### src/rtl/fetch_pkg.sv
// Shared types and constants for the instruction-fetch sequencer.
package fetch_pkg;

   typedef enum logic [1:0] {
      IDLE  = 2'd0,
      FETCH = 2'd1,
      FAULT = 2'd2
   } fetch_state_e;

   localparam int unsigned WORD_BYTES        = 4;
   localparam logic [31:0] DEFAULT_BASE_ADDR = 32'h0040_0000;

endpackage : fetch_pkg

### src/rtl/pc_range_chk.sv
// Combinational legality check of a fetch byte address: word aligned and
// inside [BASE_ADDR, BASE_ADDR + WORD_BYTES*(MEMORY_DEPTH-1)], unsigned.
module pc_range_chk
   import fetch_pkg::*;
#(
   parameter int unsigned           DATA_WIDTH   = 32,
   parameter int unsigned           MEMORY_DEPTH = 64,
   parameter logic [DATA_WIDTH-1:0] BASE_ADDR    = DATA_WIDTH'(DEFAULT_BASE_ADDR)
) (
   input  logic [DATA_WIDTH-1:0] i_addr,
   output logic                  o_legal_c
);

   localparam logic [DATA_WIDTH-1:0] LAST_ADDR =
      BASE_ADDR + DATA_WIDTH'(WORD_BYTES * (MEMORY_DEPTH - 1));

   logic w_aligned;
   logic w_above_base;
   logic w_below_last;

   assign w_aligned    = (i_addr[1:0] == 2'b00);
   assign w_above_base = (i_addr >= BASE_ADDR);
   assign w_below_last = (i_addr <= LAST_ADDR);
   assign o_legal_c    = w_aligned & w_above_base & w_below_last;

endmodule : pc_range_chk

### src/rtl/rom_fetch_ctrl.sv
// Instruction-fetch sequencer: owns the PC, reads the single-cycle ROM and
// hands instruction + PC downstream over valid/ready. Handles run/stop,
// redirects and range/alignment faults.
// Optional FETCH_PERF_CNT_EN adds a saturating accepted-handshake counter.
module rom_fetch_ctrl
   import fetch_pkg::*;
#(
   parameter int unsigned           MEMORY_DEPTH = 64,
   parameter int unsigned           DATA_WIDTH   = 32,
   parameter logic [DATA_WIDTH-1:0] BASE_ADDR    = DATA_WIDTH'(DEFAULT_BASE_ADDR)
) (
   input  logic                  clk,
   input  logic                  reset,
   input  logic                  run_i,
   input  logic                  redirect_i,
   input  logic [DATA_WIDTH-1:0] redirect_addr_i,
   output logic [DATA_WIDTH-1:0] rom_addr_o,
   input  logic [DATA_WIDTH-1:0] rom_data_i,
   output logic [DATA_WIDTH-1:0] instr_o,
   output logic [DATA_WIDTH-1:0] instr_pc_o,
   output logic                  instr_valid_o,
   input  logic                  instr_ready_i,
   output logic                  fault_o
`ifdef FETCH_PERF_CNT_EN
   ,
   output logic [31:0]           fetch_count_o,
   input  logic                  count_clr_i
`endif
);

   fetch_state_e          r_state;
   fetch_state_e          w_state_nxt;
   logic [DATA_WIDTH-1:0] r_pc;
   logic [DATA_WIDTH-1:0] w_pc_nxt;
   logic [DATA_WIDTH-1:0] r_instr;
   logic [DATA_WIDTH-1:0] r_instr_pc;
   logic                  r_valid;
   logic                  w_valid_nxt;
   logic                  r_fault;
   logic                  w_fault_nxt;
   logic                  w_cap;
   logic                  w_accept;
   logic                  w_pc_legal;
   logic                  w_redir_legal;

   pc_range_chk #(
      .DATA_WIDTH   (DATA_WIDTH),
      .MEMORY_DEPTH (MEMORY_DEPTH),
      .BASE_ADDR    (BASE_ADDR)
   ) u_pc_chk (
      .i_addr    (r_pc),
      .o_legal_c (w_pc_legal)
   );

   pc_range_chk #(
      .DATA_WIDTH   (DATA_WIDTH),
      .MEMORY_DEPTH (MEMORY_DEPTH),
      .BASE_ADDR    (BASE_ADDR)
   ) u_redir_chk (
      .i_addr    (redirect_addr_i),
      .o_legal_c (w_redir_legal)
   );

   assign w_accept = r_valid & instr_ready_i;

   always_ff @(posedge clk or negedge reset) begin
      if (!reset) begin
         r_state <= IDLE;
      end else begin
         r_state <= w_state_nxt;
      end
   end

   // Next state, next PC/valid/fault and capture strobe; redirect overrides all.
   always_comb begin
      w_state_nxt = r_state;
      w_pc_nxt    = r_pc;
      w_valid_nxt = r_valid;
      w_fault_nxt = r_fault;
      w_cap       = 1'b0;

      if (redirect_i) begin
         w_valid_nxt = 1'b0;
         w_pc_nxt    = redirect_addr_i;
         if (w_redir_legal) begin
            w_fault_nxt = 1'b0;
            w_state_nxt = run_i ? FETCH : IDLE;
         end else begin
            w_fault_nxt = 1'b1;
            w_state_nxt = FAULT;
         end
      end else begin
         case (r_state)
            IDLE: begin
               if (run_i) begin
                  if (w_pc_legal) begin
                     w_state_nxt = FETCH;
                  end else begin
                     w_state_nxt = FAULT;
                     w_fault_nxt = 1'b1;
                  end
               end
            end
            FETCH: begin
               if (!run_i) begin
                  w_state_nxt = IDLE;
               end else if (!w_pc_legal) begin
                  w_state_nxt = FAULT;
                  w_fault_nxt = 1'b1;
               end else if (!r_valid || instr_ready_i) begin
                  w_cap    = 1'b1;
                  w_pc_nxt = r_pc + DATA_WIDTH'(WORD_BYTES);
               end
            end
            FAULT: begin
               w_state_nxt = FAULT;
            end
            default: begin
               w_state_nxt = IDLE;
            end
         endcase

         if (w_cap) begin
            w_valid_nxt = 1'b1;
         end else if (w_accept) begin
            w_valid_nxt = 1'b0;
         end
      end
   end

   always_ff @(posedge clk or negedge reset) begin
      if (!reset) begin
         r_pc       <= BASE_ADDR;
         r_instr    <= '0;
         r_instr_pc <= '0;
         r_valid    <= 1'b0;
         r_fault    <= 1'b0;
      end else begin
         r_pc    <= w_pc_nxt;
         r_valid <= w_valid_nxt;
         r_fault <= w_fault_nxt;
         if (w_cap) begin
            r_instr    <= rom_data_i;
            r_instr_pc <= r_pc;
         end
      end
   end

   assign rom_addr_o    = r_pc;
   assign instr_o       = r_instr;
   assign instr_pc_o    = r_instr_pc;
   assign instr_valid_o = r_valid;
   assign fault_o       = r_fault;

`ifdef FETCH_PERF_CNT_EN
   logic [31:0] r_fetch_count;

   // Saturating count of accepted handshakes; clear has priority.
   always_ff @(posedge clk or negedge reset) begin
      if (!reset) begin
         r_fetch_count <= '0;
      end else if (count_clr_i) begin
         r_fetch_count <= '0;
      end else if (w_accept && (r_fetch_count != 32'hFFFF_FFFF)) begin
         r_fetch_count <= r_fetch_count + 32'd1;
      end
   end

   assign fetch_count_o = r_fetch_count;
`endif

endmodule : rom_fetch_ctrl

### config.mk
export PLATFORM = sky130hd
export DESIGN_NAME = rom_fetch_ctrl
export DESIGN_NICKNAME = d
export VERILOG_FILES = /design/src/rtl/fetch_pkg.sv /design/src/rtl/pc_range_chk.sv /design/src/rtl/rom_fetch_ctrl.sv
export SDC_FILE = /design/constraint.sdc
export NUM_CORES = 1
export LEC_CHECK = 0
export CAP_MARGIN = 20
export CORE_MARGIN = 5
export CORE_UTILIZATION = 25
export CTS_CLUSTER_DIAMETER = 100
export DETAILED_ROUTE_END_ITERATION = 8
export GPL_TIMING_DRIVEN = 1
export SYNTH_ARGS = -nofsm -noshare
export SYNTH_HDL_FRONTEND = slang
export SYNTH_SLANG_ARGS = --single-unit
### constraint.sdc
create_clock -name clk -period 1.9 [get_ports clk]
set_clock_uncertainty 0.1 [all_clocks]
set_input_delay 0.285 -clock clk [delete_from_list [all_inputs] [get_ports clk]]
set_output_delay 0.285 -clock clk [all_outputs]
set_load 0.1 [all_outputs]
==> impl_metrics.toml <==
[die]
floorplan.initialDensity = 0.2555
rows = 45
design.core.area_um2 = 15260
die_h_um = 134.9
chipWidth_um = 134.9
boundaryPins = 167
design.die.area_um2 = 18190

[detailed_routing]
wl_per_cell_um = 17.26
wl_um = 12360
antenna_violating_nets_post_route = 0
dr_total_vias = 3060
viasPerCell = 4.274
drtIter0Drc = 90
drtPass1Iterations = 4
drc_errors = 0

[synth]
synth_area_per_cell_um2 = 14.18
synth.largest_area_cell = "sky130_fd_sc_hd__dfrtp_1"
yosysWarnings = 0
yosysSeqAreaShare = 0.6422
netlist_area_um2 = 3899
ys.flop_type = "sky130_fd_sc_hd__dfrtp_1"
synth.most_common_cell = "sky130_fd_sc_hd__dfrtp_1"
synth_nets = 346
synthDominantCellAreaShare = 0.6354
ys_top_cells_by_count = "99 x sky130_fd_sc_hd__dfrtp_1, 50 x sky130_fd_sc_hd__mux2_2, 27 x sky130_fd_sc_hd__nor2b_1"
synth_cell_type_count = 37
edff_count_synth = 0
post_synth_main_area_contributors = "sky130_fd_sc_hd__dfrtp_1 64%, sky130_fd_sc_hd__mux2_2 14%, sky130_fd_sc_hd__nor2b_1 4.3%"
syn_inst = 275
ffs_latches_synth = 100
postSynth.asyncResetShare = 1.000

[pwr]
power_leakage_nw = 3.370
power.density_nw_per_um2 = 751.4
cell_internal_pwr_w = 0.003943
share_seq_of_total_power = 0.413
p_comb_frac = 0.236
power.share.clock = 0.351
switching_share = 0.2826
power.net_switching_w = 0.001553
peakVddDrop_v = 0.0004225

[layout]
antenna_diode_count = 0
seqCellArea_um2 = 2540
post_route_cells_drive_above_1_share = 0.5743
finish.utilization = 0.4795
fill_cells = 1358
final_nets = 572
multi_input_area_um2 = 1680
area_growth_pct = 87.64

[timing]
layout_worst_path_cycle_share = 1.203
final_hold_viol_count = 0
report.final.setup_viol = 75
setup_ws_ns = -0.3860
worst-slew-pin-transition_ns = 0.3787
maxClockFrequency_ghz = 0.4374
max_slew_margin = 0.7452
drv_slew = 0
post-route-min-period_ns = 2.286
rsz_0062_raised_after_global_routing = "true"
tns_ns = -19.86

[clocking]
clock-root-buffer = "sky130_fd_sc_hd__clkbuf_16"
numCtsBuffers = 9
ctsHtreeMaxLevel = 3
clk_pin_slew_ns = 0.07
clock_path_buffers = 2
cts_tree = "done"
numClockSinks = 100
worst_skew_pair.late_latency_ns = 0.34

[global_routing]
grt_antenna_before_repair = 0
grt_pass1_wl_um = 18420
grt_max_degree = 61
overflow = 0
first_global_vias = 3277
gr-usage-all-layers = 0.1309

[critical_path]
path_delay_family = "simple AND/OR/NAND/NOR gates"
crit_end = "rom_addr_o[5]"
worst_path_max_delay_cell = "sky130_fd_sc_hd__dfstp_4"
cp-end-kind = "flop"
crit_chain = "nor4b_4, nand4_1, buf_4, or3_4, o311ai_4, o311ai_2"
crit-reg2reg-capture = "rom_addr_o[5]"
r2r_start = "rom_addr_o[22]"
timing.critical_path.slowest_cell_delay_ns = 0.61
worstSetupStartpoint = "rom_addr_o[22]"
criticalPathCategory = "flop to flop"
reg2reg_slack_ns = -0.39
timing.critical_path.arrival_ns = 2.39
worstSetupStartpointType = "flop"
worstPathMaxFanout = 3
worst_ep_required_time_ns = 2.01
critPathBufInv = 1
path_depth = 6
reg2reg_depth = 6

[place]
hpwlAfterDp_um = 8765
port_buffers = 166
gp_congestion = 0.7630

[run]
cap_violations = 0

[status]
failed_checks = "negative setup slack"
outcome = "finished, violations left"

[min_path]
hp-class = "input pin to async pin"
[layout by cell type (no fill, tap or decap), types with 3 or more instances in the layout]
cell                              Yosys  routed
sky130_fd_sc_hd__buf_12               0      38
sky130_fd_sc_hd__clkbuf_1             3       3
sky130_fd_sc_hd__buf_6                2       5
sky130_fd_sc_hd__nand3_1              5       5
sky130_fd_sc_hd__dfrtp_1             99      73
sky130_fd_sc_hd__clkdlybuf4s50_1      0      67
sky130_fd_sc_hd__nor2_1               8       8
sky130_fd_sc_hd__nor2b_4              0       9
sky130_fd_sc_hd__clkbuf_16            0      15
sky130_fd_sc_hd__nand2_1              8       7
sky130_fd_sc_hd__inv_1                4       4
sky130_fd_sc_hd__nor2b_1             27      18
sky130_fd_sc_hd__nor4_1              10       8
sky130_fd_sc_hd__dfrtp_2              0      26
sky130_fd_sc_hd__mux2_2              50      25
sky130_fd_sc_hd__mux2_4               0      38
sky130_fd_sc_hd__buf_4                1     107
[sequential cells by signal, summed over array words and instances (netlist names)]
name,cells
instr_o,32
instr_pc_o,32
rom_addr_o,32
r_state,2
fault_o,1
instr_valid_o,1
[worst min path at each step]
stage          slack (ns)             end  depth (start not counted)   from
2_1_floorplan       -0.11         fault_o                          0  reset
4_1_cts              0.26      r_state[1]                          2  reset
5_1_grt              0.27  rom_addr_o[15]                          2  reset
3_5_place_dp         0.08   instr_valid_o                          1  reset
3_3_place_gp         0.07      r_state[0]                          1  reset
6_report             0.26      r_state[1]                          2  reset
[cell families (layout without fill, tap and decap cells)]
kind of cell    count (synthesis)  after routing  share of synthesized area
compound gates                 16             16                    0.02888
xor+xnor                        2              2                   0.004494
fa+ha+maj                       2              2                   0.006417
buf+inv                        15            245                    0.02054
flops                         100            100                     0.6422
mux                            64             64                     0.1845
simple gates                   76             76                     0.1130
[power groups by stage]
stage                     logic (W)  clock network, W  registers, W
after CTS                   0.00130           0.00201       0.00227
after global routing        0.00135           0.00209       0.00228
after detailed placement    0.00128                 0       0.00230
final                       0.00130           0.00193       0.00227
after floorplan            0.000109                 0       0.00280
after global placement      0.00128                 0       0.00230
[final cells by class]
class                   count  share of cell area
flip-flops and latches    100              0.3472
repair buffers            226              0.3426
multi-input cells         160              0.2297
well taps                 211             0.03609
clock buffers              13             0.03421
clock inverters             2            0.008209
inverters                   4            0.002052
[routing by layer]
layer | share of wire | wire length, um | GRT usage
met1 | 0.43 | 5311 | 0.1625
met2 | 0.49 | 6107 | 0.2148
met5 | 0 | 0 | 0
met3 | 0.053 | 652 | 0.03763
met4 | 0.023 | 284 | 0.05204
[per-stage QoR]
stage          power [W]  std cells  hold slack, ns  worst slack, ns  instance area (um^2)
2_1_floorplan   0.002907        275         -0.1106          -0.5400                  3989
3_3_place_gp    0.003582        688         0.07433          -0.4717                  6422
3_5_place_dp    0.003588        688         0.07759          -0.5206                  6422
4_1_cts         0.005578        709          0.2578          -0.3110                  6982
5_1_grt         0.005719        716          0.2681          -0.4563                  7316
6_report        0.005497        716          0.2589          -0.3860                  7316
[what timing repair did]
item / CTS / global route
endpoints found under the hold margin: 15 / 0
cloned: 2 / 7
hold buffers: 1 / 0
resized for setup: 37 / 37
endpoints found under the setup margin: 75 / 75
buffers inserted: 3 / 1
pin swaps: 13 / 6
[worst register-to-register path, delay by kind of cell (launching register included)]
family	cells	cell delay, ns
AOI/OAI and AO/OA	2	0.43
buffers and inverters	1	0.19
DFF	1	0.61
and+or+nand+nor	3	0.83
No activity file was read; power rests on OpenSTA's default activity.
